`src/rtl/cb_shadow.sv`:
```
// cb_shadow: double-buffered connection box between switchbox tracks and NUM_LE logic elements.
// Latency: serial config shifts into a shadow chain while the active config drives the fabric; commit
//          swaps in the whole shadow in one edge. Combinational routing is zero-cycle, registered inputs one cycle.
// Flow control: none; en freezes the FSM, counter, shadow and input flops, combinational paths stay live.
//
// Ports:
//   clk, rst          : rising-edge clock, asynchronous active-high reset
//   en                : tile enable (gates FSM, shifting and input flops)
//   config_en         : shift request, config_data_in enters shadow bit 0 (host sends MSB first)
//   config_data_out   : shadow MSB, for daisy-chaining tiles
//   config_commit     : commit strobe, accepted only after exactly a full chain has been shifted
//   config_done       : one-cycle pulse in the cycle the new config becomes live
//   config_err        : sticky short-chain error, cleared when the next shift starts
//   config_conflict   : the active config routes two LE outputs to the same track
//   sb_bus_in/out     : switchbox tracks in / tracks driven by LE outputs
//   le_out / le_in    : LE outputs (flat n*LE_OUTPUTS+o) / LE inputs (flat n*LE_INPUTS+i)
module cb_shadow #(
    parameter int WIDTH      = 32,
    parameter int NUM_LE     = 2,
    parameter int LE_INPUTS  = 4,
    parameter int LE_OUTPUTS = 1
) (
    input  logic                         clk,
    input  logic                         rst,
    input  logic                         en,
    input  logic                         config_en,
    input  logic                         config_data_in,
    output logic                         config_data_out,
    input  logic                         config_commit,
    output logic                         config_done,
    output logic                         config_err,
    output logic                         config_conflict,
    input  logic [WIDTH-1:0]             sb_bus_in,
    output logic [WIDTH-1:0]             sb_bus_out,
    input  logic [NUM_LE*LE_OUTPUTS-1:0] le_out,
    output logic [NUM_LE*LE_INPUTS-1:0]  le_in
);

    localparam int SEL_BITS = $clog2(WIDTH + 2);
    localparam int PER_LE   = (LE_INPUTS + LE_OUTPUTS) * SEL_BITS + LE_INPUTS;
    localparam int CFG_BITS = NUM_LE * PER_LE;
    localparam int CNT_BITS = $clog2(CFG_BITS + 1);
    localparam int NUM_IN   = NUM_LE * LE_INPUTS;
    localparam int NUM_OUT  = NUM_LE * LE_OUTPUTS;

    // Select code WIDTH means "constant 0" for inputs and "not driving" for outputs,
    // so it is the safe power-up value for every select field.
    localparam logic [SEL_BITS-1:0] SEL_CONST0 = SEL_BITS'(WIDTH);

    typedef enum logic [1:0] {
        S_IDLE   = 2'd0,
        S_SHIFT  = 2'd1,
        S_COMMIT = 2'd2
    } state_t;

    // ------------------------------------------------------------------
    // Field accessors on a CFG_BITS-wide configuration image
    // ------------------------------------------------------------------
    function automatic logic [SEL_BITS-1:0] in_sel(input logic [CFG_BITS-1:0] cfg,
                                                   input int n, input int i);
        return cfg[n*PER_LE + i*SEL_BITS +: SEL_BITS];
    endfunction

    function automatic logic [SEL_BITS-1:0] out_sel(input logic [CFG_BITS-1:0] cfg,
                                                    input int n, input int o);
        return cfg[n*PER_LE + (LE_INPUTS + o)*SEL_BITS +: SEL_BITS];
    endfunction

    function automatic logic reg_bit(input logic [CFG_BITS-1:0] cfg,
                                     input int n, input int i);
        return cfg[n*PER_LE + (LE_INPUTS + LE_OUTPUTS)*SEL_BITS + i];
    endfunction

    // Active image after reset: all selects = constant-0 / undriven, all inputs combinational.
    function automatic logic [CFG_BITS-1:0] active_reset_value();
        logic [CFG_BITS-1:0] v;
        v = '0;
        for (int n = 0; n < NUM_LE; n++) begin
            for (int s = 0; s < LE_INPUTS + LE_OUTPUTS; s++) begin
                v[n*PER_LE + s*SEL_BITS +: SEL_BITS] = SEL_CONST0;
            end
        end
        return v;
    endfunction

    localparam logic [CFG_BITS-1:0] ACTIVE_RST = active_reset_value();

    // Input select decode: tracks, then constant 0, constant 1; unused codes read as 0.
    function automatic logic decode_in(input logic [SEL_BITS-1:0] sel,
                                       input logic [WIDTH-1:0] bus);
        logic v;
        v = 1'b0;
        for (int t = 0; t < WIDTH; t++) begin
            if (int'(sel) == t) begin
                v = bus[t];
            end
        end
        if (int'(sel) == WIDTH + 1) begin
            v = 1'b1;
        end
        return v;
    endfunction

    // Two output muxes aimed at the same real track; off-fabric codes never conflict.
    function automatic logic has_conflict(input logic [CFG_BITS-1:0] cfg);
        logic c;
        logic [SEL_BITS-1:0] sa;
        logic [SEL_BITS-1:0] sb;
        c = 1'b0;
        for (int a = 0; a < NUM_OUT; a++) begin
            for (int b = a + 1; b < NUM_OUT; b++) begin
                sa = out_sel(cfg, a / LE_OUTPUTS, a % LE_OUTPUTS);
                sb = out_sel(cfg, b / LE_OUTPUTS, b % LE_OUTPUTS);
                if ((sa == sb) && (int'(sa) < WIDTH)) begin
                    c = 1'b1;
                end
            end
        end
        return c;
    endfunction

    // ------------------------------------------------------------------
    // State
    // ------------------------------------------------------------------
    state_t                state_q,    state_d;
    logic [CNT_BITS-1:0]   count_q,    count_d;
    logic [CFG_BITS-1:0]   shadow_q,   shadow_d;
    logic [CFG_BITS-1:0]   active_q,   active_d;
    logic                  err_q,      err_d;
    logic                  conflict_q, conflict_d;
    logic [NUM_IN-1:0]     in_q,       in_d;
    logic [NUM_IN-1:0]     mux_val;

    // ------------------------------------------------------------------
    // Config FSM. A shift request always beats a simultaneous commit.
    // ------------------------------------------------------------------
    always_comb begin
        logic do_shift;
        state_d    = state_q;
        count_d    = count_q;
        shadow_d   = shadow_q;
        active_d   = active_q;
        err_d      = err_q;
        conflict_d = conflict_q;
        do_shift   = 1'b0;

        case (state_q)
            S_IDLE: begin
                // Commit strobes with no chain in flight are silently ignored.
                if (en && config_en) begin
                    do_shift = 1'b1;
                    count_d  = CNT_BITS'(1);
                    err_d    = 1'b0;
                    state_d  = S_SHIFT;
                end
            end
            S_SHIFT: begin
                if (en && config_en) begin
                    do_shift = 1'b1;
                    // Saturate: surplus bits fall out of config_data_out and the
                    // most recent CFG_BITS bits remain, which is still a full chain.
                    if (count_q != CNT_BITS'(CFG_BITS)) begin
                        count_d = count_q + CNT_BITS'(1);
                    end
                end else if (en && config_commit) begin
                    if (count_q == CNT_BITS'(CFG_BITS)) begin
                        active_d   = shadow_q;
                        conflict_d = has_conflict(shadow_q);
                        state_d    = S_COMMIT;
                    end else begin
                        err_d   = 1'b1;
                        state_d = S_IDLE;
                    end
                end
            end
            S_COMMIT: begin
                // Exactly one done cycle regardless of en or requests.
                state_d = S_IDLE;
            end
            default: begin
                state_d = S_IDLE;
            end
        endcase

        if (do_shift) begin
            shadow_d = {shadow_q[CFG_BITS-2:0], config_data_in};
        end
    end

    // ------------------------------------------------------------------
    // Input routing: select decode, optional sampling flop per LE input
    // ------------------------------------------------------------------
    always_comb begin
        mux_val = '0;
        le_in   = '0;
        for (int n = 0; n < NUM_LE; n++) begin
            for (int i = 0; i < LE_INPUTS; i++) begin
                mux_val[n*LE_INPUTS + i] = decode_in(in_sel(active_q, n, i), sb_bus_in);
                le_in[n*LE_INPUTS + i]   = reg_bit(active_q, n, i) ? in_q[n*LE_INPUTS + i]
                                                                   : mux_val[n*LE_INPUTS + i];
            end
        end
    end

    // Flops sample every input continuously so switching an input to registered
    // mode picks up an already-current value.
    assign in_d = en ? mux_val : in_q;

    // ------------------------------------------------------------------
    // Output routing: first (lowest flat index) output aimed at a track owns it
    // ------------------------------------------------------------------
    always_comb begin
        logic [WIDTH-1:0] taken;
        sb_bus_out = '0;
        taken      = '0;
        for (int k = 0; k < NUM_OUT; k++) begin
            for (int t = 0; t < WIDTH; t++) begin
                if ((int'(out_sel(active_q, k / LE_OUTPUTS, k % LE_OUTPUTS)) == t) && !taken[t]) begin
                    sb_bus_out[t] = le_out[k];
                    taken[t]      = 1'b1;
                end
            end
        end
    end

    // ------------------------------------------------------------------
    // Registers
    // ------------------------------------------------------------------
    always_ff @(posedge clk or posedge rst) begin
        if (rst) begin
            state_q    <= S_IDLE;
            count_q    <= '0;
            shadow_q   <= '1;
            active_q   <= ACTIVE_RST;
            err_q      <= 1'b0;
            conflict_q <= 1'b0;
            in_q       <= '0;
        end else if (en) begin
            state_q    <= state_d;
            count_q    <= count_d;
            shadow_q   <= shadow_d;
            active_q   <= active_d;
            err_q      <= err_d;
            conflict_q <= conflict_d;
            in_q       <= in_d;
        end else begin
            // Frozen tile still lets a pending done pulse retire.
            state_q    <= (state_q == S_COMMIT) ? S_IDLE : state_q;
            in_q       <= in_q;
        end
    end

    assign config_data_out = shadow_q[CFG_BITS-1];
    assign config_done     = (state_q == S_COMMIT);
    assign config_err      = err_q;
    assign config_conflict = conflict_q;

endmodule

```
`config.mk`:
```
export PLATFORM = sky130hd
export DESIGN_NAME = cb_shadow
export DESIGN_NICKNAME = d
export VERILOG_FILES = /design/src/rtl/cb_shadow.sv
export SDC_FILE = /design/constraint.sdc
export NUM_CORES = 1
export LEC_CHECK = 0
export BUFFER_PORTS_ARGS = -buffer_cell sky130_fd_sc_hd__clkbuf_2
export CORE_ASPECT_RATIO = 0.7
export CORE_MARGIN = 2
export CORE_UTILIZATION = 55
export CTS_CLUSTER_SIZE = 28
export DETAILED_ROUTE_END_ITERATION = 10
export MAX_ROUTING_LAYER = met4
export PLACE_DENSITY = 0.8
export SLEW_MARGIN = 20
export SYNTH_ARGS = -nofsm -noshare
export SYNTH_HDL_FRONTEND = slang
export SYNTH_SLANG_ARGS = --single-unit
```
`constraint.sdc`:
```
create_clock -name clk -period 11.15 [get_ports clk]
set_input_delay 1.115 -clock clk [delete_from_list [all_inputs] [get_ports clk]]
set_output_delay 1.115 -clock clk [all_outputs]
set_load 0.005 [all_outputs]
```
## Word level (Yosys, flattened, before mapping)

Cells that the tools add are included.

- Bitwise logic cells: 1
- Eq/ne operators: 332
- $add $sub $neg: 1
- $lt $le $gt $ge: 1
- Multiplexer cells: 387
- Reduce and logical (&&, ||, !) cells: 86

Operators by type and width:

| cell | number |
|---|---|
| $eq A6 B6 Y1 const B | 168 |
| $eq A6 B5 Y1 const B | 80 |
| $mux W1 | 375 |
| $eq A6 B4 Y1 const B | 40 |
| $eq A6 B3 Y1 const B | 20 |
| $eq A6 B2 Y1 const B | 10 |
| $logic_not A6 Y1 | 10 |
| $logic_and A1 B1 Y1 | 35 |
| $logic_not A1 Y1 | 32 |
| $mux W7 | 3 |
| $pmux W7 S2 | 1 |
| $mux W2 | 6 |
| $ne A2 B2 Y1 const B | 6 |
| $reduce_and A5 Y1 | 2 |
| $ne A3 B3 Y1 const B | 3 |
| $add A7 B1 Y7 const B | 1 |
| $eq A7 B7 Y1 const B | 1 |
| $ne A7 B7 Y1 const B | 1 |
| $eq A6 B6 Y1 | 1 |
| $lt A6 B6 Y1 const B | 1 |
| $reduce_and A6 Y1 | 1 |
| $pmux W2 S2 | 1 |
| $reduce_and A4 Y1 | 1 |
| $reduce_bool A2 Y1 | 2 |
| 7 further kinds | 7 |

- Output and inout port bits: 44
- Input bits: 40
- Logic and storage cells: 815
- Register bits: 155

## Depth between registers and ports, before layout

- Word-level depth: 35
- Gate-level depth with buffers: 9
- Gate-level depth less buffers: 7

## Worst setup path after synthesis

OpenSTA, ideal clock, no wires.

- Path kind: input-to-output
- From: input port sb_bus_in[10]
- To: output port le_in[4]
- Arrival time: 2.444 ns
- Required time: 10.035 ns
- Slack: 7.591 ns
- Buffers on the path: 1
- Cell stages on the path: 7
- Path through: buf_2 > mux4_2 > nor4b_1 > a31oi_1 > a31oi_1 > a221oi_2 > o21ai_1

- Longest elaborated chain between the ends: 24

RTL lines:

| item | RTL line | source |
|---|---|---|
| from (decl) | 33 | `input logic [WIDTH-1:0] sb_bus_in,` |
| $mux W1 (22 in series) | 94 | `if (int'(sel) == t) begin` |
| $mux W1 | 98 | `if (int'(sel) == WIDTH + 1) begin` |
| $mux W1 | 199 | `le_in[n*LE_INPUTS + i] = reg_bit(active_q, n, i) ? in_q[n*LE_INPUTS + i]` |
| to (decl) | 36 | `output logic [NUM_LE*LE_INPUTS-1:0] le_in` |

Every way passes these cells.

## Worst setup path in the final report

- From: register active_q[0]
- To: output port le_in[0]

- Longest elaborated chain between the ends: 35
- Elaborated cells between the ends (all ways): 67
- Those cells by class: eq/ne: 32; mux: 34; reduce/logical: 1

RTL lines:

| item | RTL line | source |
|---|---|---|
| from (decl) | 128 | `logic [CFG_BITS-1:0] active_q, active_d;` |
| from (signal assigned) | 242 | `active_q <= active_d;` |
| $logic_not A6 Y1 | 94 |  |
| $mux W1 (32 in series) | 94 |  |
| $mux W1 * | 98 |  |
| $mux W1 * | 199 |  |

Every way passes the cells marked *; elsewhere a longest branch is shown, timed or not.

==> metrics.log <==
[metrics] status: completed
[metrics] CTS max path bufs: 2
[metrics] adder and majority gate portion of the synthesized area: 0.00225
[metrics] CTS clock-pin slew for the worst setup and hold paths: 0.07 ns
[metrics] layout cells sized above 1: 0.183
[metrics] placement row count: 43
[metrics] number of global-route vias before repair: approximately 9,500
[metrics] classification of the worst-slack hold path: flop to flop
[metrics] area of the core: between 0.015 and 0.02 mm²
[metrics] net count reported at finish: 1,414
[metrics] top-level I/O count: 84
[metrics] gate count after technology mapping: between 1,000 and 1,500
[metrics] CTS root buf: sky130_fd_sc_hd__clkbuf_16
[metrics] worst-case vdd ir drop: roughly 120 µV
[metrics] Pins Over Slew Limit: 0
[metrics] CTS Buf Count: 17
[metrics] multi-input gate area in the final layout: 0.00655 mm²
[metrics] maximum net fanout on the critical path: 31
[metrics] maximum frequency from static timing analysis: roughly 230 MHz
[metrics] simple logic cell fraction of the synthesized area: 0.277
[metrics] dominant combinational cell family by area after synthesis: simple AND/OR/NAND/NOR gates
[metrics] via count: 10,700
[metrics] first-pass GRT wire length: 51,800 µm
[metrics] endpoint kind of the worst setup timing path: output pin
[metrics] Least-Margin Pin Slew: 1.06 ns
[metrics] clock latency at the later pin of the worst-skew pair: around 0.44 ns
[metrics] async set-or-reset flop fraction in the synthesized netlist: 1.00
[metrics] Die Y: between 100 and 150 µm
[metrics] Min Clock Period, post-route: ~4.3 ns
[metrics] Hold Crit Start: shadow_q[4]$_DFFE_PP1P_
[metrics] number of post-CTS setup repair buffers: 0
[metrics] Leakage: ~5 nW
[metrics] flip-flop and latch count after synthesis: between 150 and 200
[metrics] post-synthesis share of cell area spent on xor and xnor gates: 0.00550
[metrics] setup repair after global routing missed its margin: false
[metrics] Seq. cell area: about 0.004 mm²
[metrics] cts-stage hold buffer count: 0
[metrics] top_reg_cell synth: sky130_fd_sc_hd__dfstp_2
[metrics] die area: about 0.021 mm²
[metrics] number of violations of the max-capacitance limit: 0
[metrics] Overflow after GRT: 0
[metrics] type of origin of the critical path: flop
[metrics] post-route non-filler standard cell count: approximately 1,700
[metrics] portion of netlist area occupied by mux cells: 0.121
[metrics] pin count of the biggest net entering global routing: 84
[metrics] input/output buffers: 83
[metrics] Final period util: 0.382
[metrics] CTS-repair resized insts: 0
[metrics] post-synthesis instance area: approximately 0.011 mm²
[metrics] number of distinct library cells after synthesis: 80
[metrics] area delta synth->final: 7.75%
[metrics] number of antenna violations at the first check in global routing: 1
[metrics] Clock H-tree levels: 4
[metrics] remaining number of nets flagged by the antenna check after routing: 0
[metrics] cell count after placement: ~1,600
[metrics] largest area contributor in the netlist: sky130_fd_sc_hd__dfstp_2
[metrics] leading cell types by total area after synthesis: sky130_fd_sc_hd__dfstp_2 (18%), sky130_fd_sc_hd__dfrtp_1 (17%), sky130_fd_sc_hd__nand2_1 (11%), sky130_fd_sc_hd__mux2i_1 (4.2%), sky130_fd_sc_hd__nor2_1 (4.0%)
[metrics] worst reg2reg path startpoint: count_q[4]$_DFFE_PP0P_
[metrics] critical path data required time: between 10 and 15 ns
[metrics] Ys Warns: 0
[metrics] Hold Vio Cnt, Final: 0
[metrics] count of flip-flops with a built-in enable after synthesis: 0
[metrics] first-iteration detailed-routing DRC count: 1,389
[metrics] Relative slew margins: 0.292
[metrics] total power density per cell area: ~120 mW/mm²
[metrics] overall routing resource usage: 0.318
[metrics] TritonCTS clock tree: yes
[metrics] estimated wirelength of the detail-placed design: about 22,000 µm
[metrics] number of filler instances in the final layout: approximately 1,700
[metrics] Die Wd: roughly 170 µm
[metrics] top-area cell type share of the netlist area: 0.184
[metrics] origin of the worst setup path: active_q[0]$_DFFE_PP0P_
[metrics] area fraction in compound gates after synthesis: 0.180
[metrics] router iterations before antenna repair: 6
[metrics] number of design rule violations left after detail routing: 0
[metrics] proportion of synthesized chip area in sequential cells: 0.357
[metrics] wire length per cell after detailed routing: 19.7 µm
[metrics] number of nets in the synthesized netlist: approximately 1,400
[metrics] Syn Area/Cell: between 8 and 9 µm²
[metrics] GPL Wtd Cong: around 1
[metrics] clock skew after layout: ~0.010 ns
[metrics] detail-routed via count per cell: ~6.5
[metrics] clock sink count: between 150 and 200
[metrics] setup-violating endpoint count in the final report: 0
[metrics] crit path DAT: 3.15 ns
[metrics] Total Negative Setup Slacks: 0 ns
[metrics] critical setup path kind: flop to output pin
[metrics] effective utilization at floorplan: 0.561
[metrics] total detailed-routing wirelength: about 33,000 µm
[metal layers]
metal,global-route usage,part of all wire,up-vias
met2,0.424,0.40,632
li1,-,-,4891
met3,0.0959,0.12,85
met5,-,0,-
met1,0.455,0.45,5082
met4,0.111,0.026,0
[Yosys cell counts (all sizes together) (4+ instances only)]
master / n
a31oi: 26
or3: 9
nor4bb: 6
a32oi: 5
nor3b: 15
xnor2: 6
a21oi: 47
nand2b: 49
a32o: 5
mux4: 9
nand3b: 17
a2111oi: 6
nand2: 318
nor4b: 8
nand4: 10
o21ai: 67
nor2: 118
nor4: 6
a22o: 11
nand3: 27
inv: 32
a22oi: 5
a311oi: 5
and3: 4
o31ai: 29
dfstp: 78
mux2i: 47
o32ai: 5
mux2: 60
nor3: 15
o2111ai: 5
o22ai: 22
a211oi: 13
dfrtp: 77
buf: 53
clkbuf: 62
nor2b: 36
o211ai: 13
[final timing paths]
kind | end | slack [ns] | cells past startpoint
worst min-delay path | shadow_q[5]$_DFFE_PP1P_ | 0.46 | 2
worst max register to register | active_q[26]$_DFFE_PP0P_ | 7.86 | 5
worst min register to register | shadow_q[5]$_DFFE_PP1P_ | 0.46 | 2
min in group asynchronous | config_err$_DFFE_PP0P_ | 0.77 | 2
max in group asynchronous | active_q[35]$_DFFE_PP0P_ | 9.20 | 3
worst max-delay path | le_in[0] | 6.89 | 7
[logic make-up after synthesis]
family	after synthesis
mux	116
simple gates	657
flops	155
fa+ha+maj	2
compound gates	297
xor+xnor	7
buf+inv	147
[power by group]
group	switching (mW)	internal [mW]	leakage, nW
clock	0.255	0.311	0.278
combinational	0.124	0.0748	2.93
sequential	0.0460	0.603	1.78
total	0.425	0.989	4.99
[layout make-up]
type / count / share of cell area
Multi-Input combinational cell: 1079 / 0.546
Sequential cell: 155 / 0.331
Timing Repair Buffer: 87 / 0.0374
Clock buffer: 17 / 0.0354
Tap cell: 270 / 0.0281
Clock inverter: 15 / 0.0115
Inverter: 32 / 0.0104
Antenna cell: 2 / 0.000417
[cell usage in the layout (no fill, tap or decap), types with 8 or more instances in the layout]
master,instances
sky130_fd_sc_hd__or3_1,9
sky130_fd_sc_hd__a21oi_1,47
sky130_fd_sc_hd__clkbuf_16,17
sky130_fd_sc_hd__o21ai_1,28
sky130_fd_sc_hd__a22o_1,11
sky130_fd_sc_hd__nand3_1,27
sky130_fd_sc_hd__mux2i_1,47
sky130_fd_sc_hd__nand3b_1,17
sky130_fd_sc_hd__nand2b_1,49
sky130_fd_sc_hd__mux4_2,8
sky130_fd_sc_hd__o21ai_0,39
sky130_fd_sc_hd__nand4_1,10
sky130_fd_sc_hd__dfrtp_1,77
sky130_fd_sc_hd__nand2_1,318
sky130_fd_sc_hd__nor3_1,15
sky130_fd_sc_hd__dfstp_2,78
sky130_fd_sc_hd__nor4b_1,8
sky130_fd_sc_hd__a31oi_1,26
sky130_fd_sc_hd__clkbuf_2,83
sky130_fd_sc_hd__mux2_1,25
sky130_fd_sc_hd__o211ai_1,13
sky130_fd_sc_hd__nor2b_1,36
sky130_fd_sc_hd__inv_1,28
sky130_fd_sc_hd__a211oi_1,13
sky130_fd_sc_hd__nor3b_1,15
sky130_fd_sc_hd__nor2_1,116
sky130_fd_sc_hd__mux2_2,35
sky130_fd_sc_hd__o22ai_1,22
sky130_fd_sc_hd__o31ai_1,29
[critical path, cell delays in order (launching register included)]
cell and delay [ns]:
sky130_fd_sc_hd__dfrtp_1 1.00, sky130_fd_sc_hd__mux2_2 0.42, sky130_fd_sc_hd__a32o_1 0.20, sky130_fd_sc_hd__o311ai_1 0.24, sky130_fd_sc_hd__a31oi_1 0.17, sky130_fd_sc_hd__o311ai_1 0.39, sky130_fd_sc_hd__a21oi_1 0.13, sky130_fd_sc_hd__clkbuf_2 0.14
[flip-flops by register name, summed over array words and instances (netlist names)]
| register | cells |
|---|---|
| active_q | 68 |
| state_q | 2 |
| count_q | 7 |
| config_conflict | 1 |
| config_err | 1 |
| in_q | 8 |
| shadow_q | 68 |
[through the flow]
step / area, µm² / utilization / hold slack [ns] / total power [mW] / setup slack (ns)
after detailed placement: 11400 / 0.576 / 0.450 / 0.850 / 7.14
after floorplan: 11100 / - / 0.440 / 0.784 / 5.99
final: 12000 / 0.605 / 0.458 / 1.41 / 6.89
after global placement: 11400 / 0.576 / 0.448 / 0.845 / 7.18
after global routing: 12000 / 0.605 / 0.478 / 1.47 / 6.71
after CTS: 12000 / 0.604 / 0.459 / 1.42 / 6.96
Power figures use the tool's default switching activity.
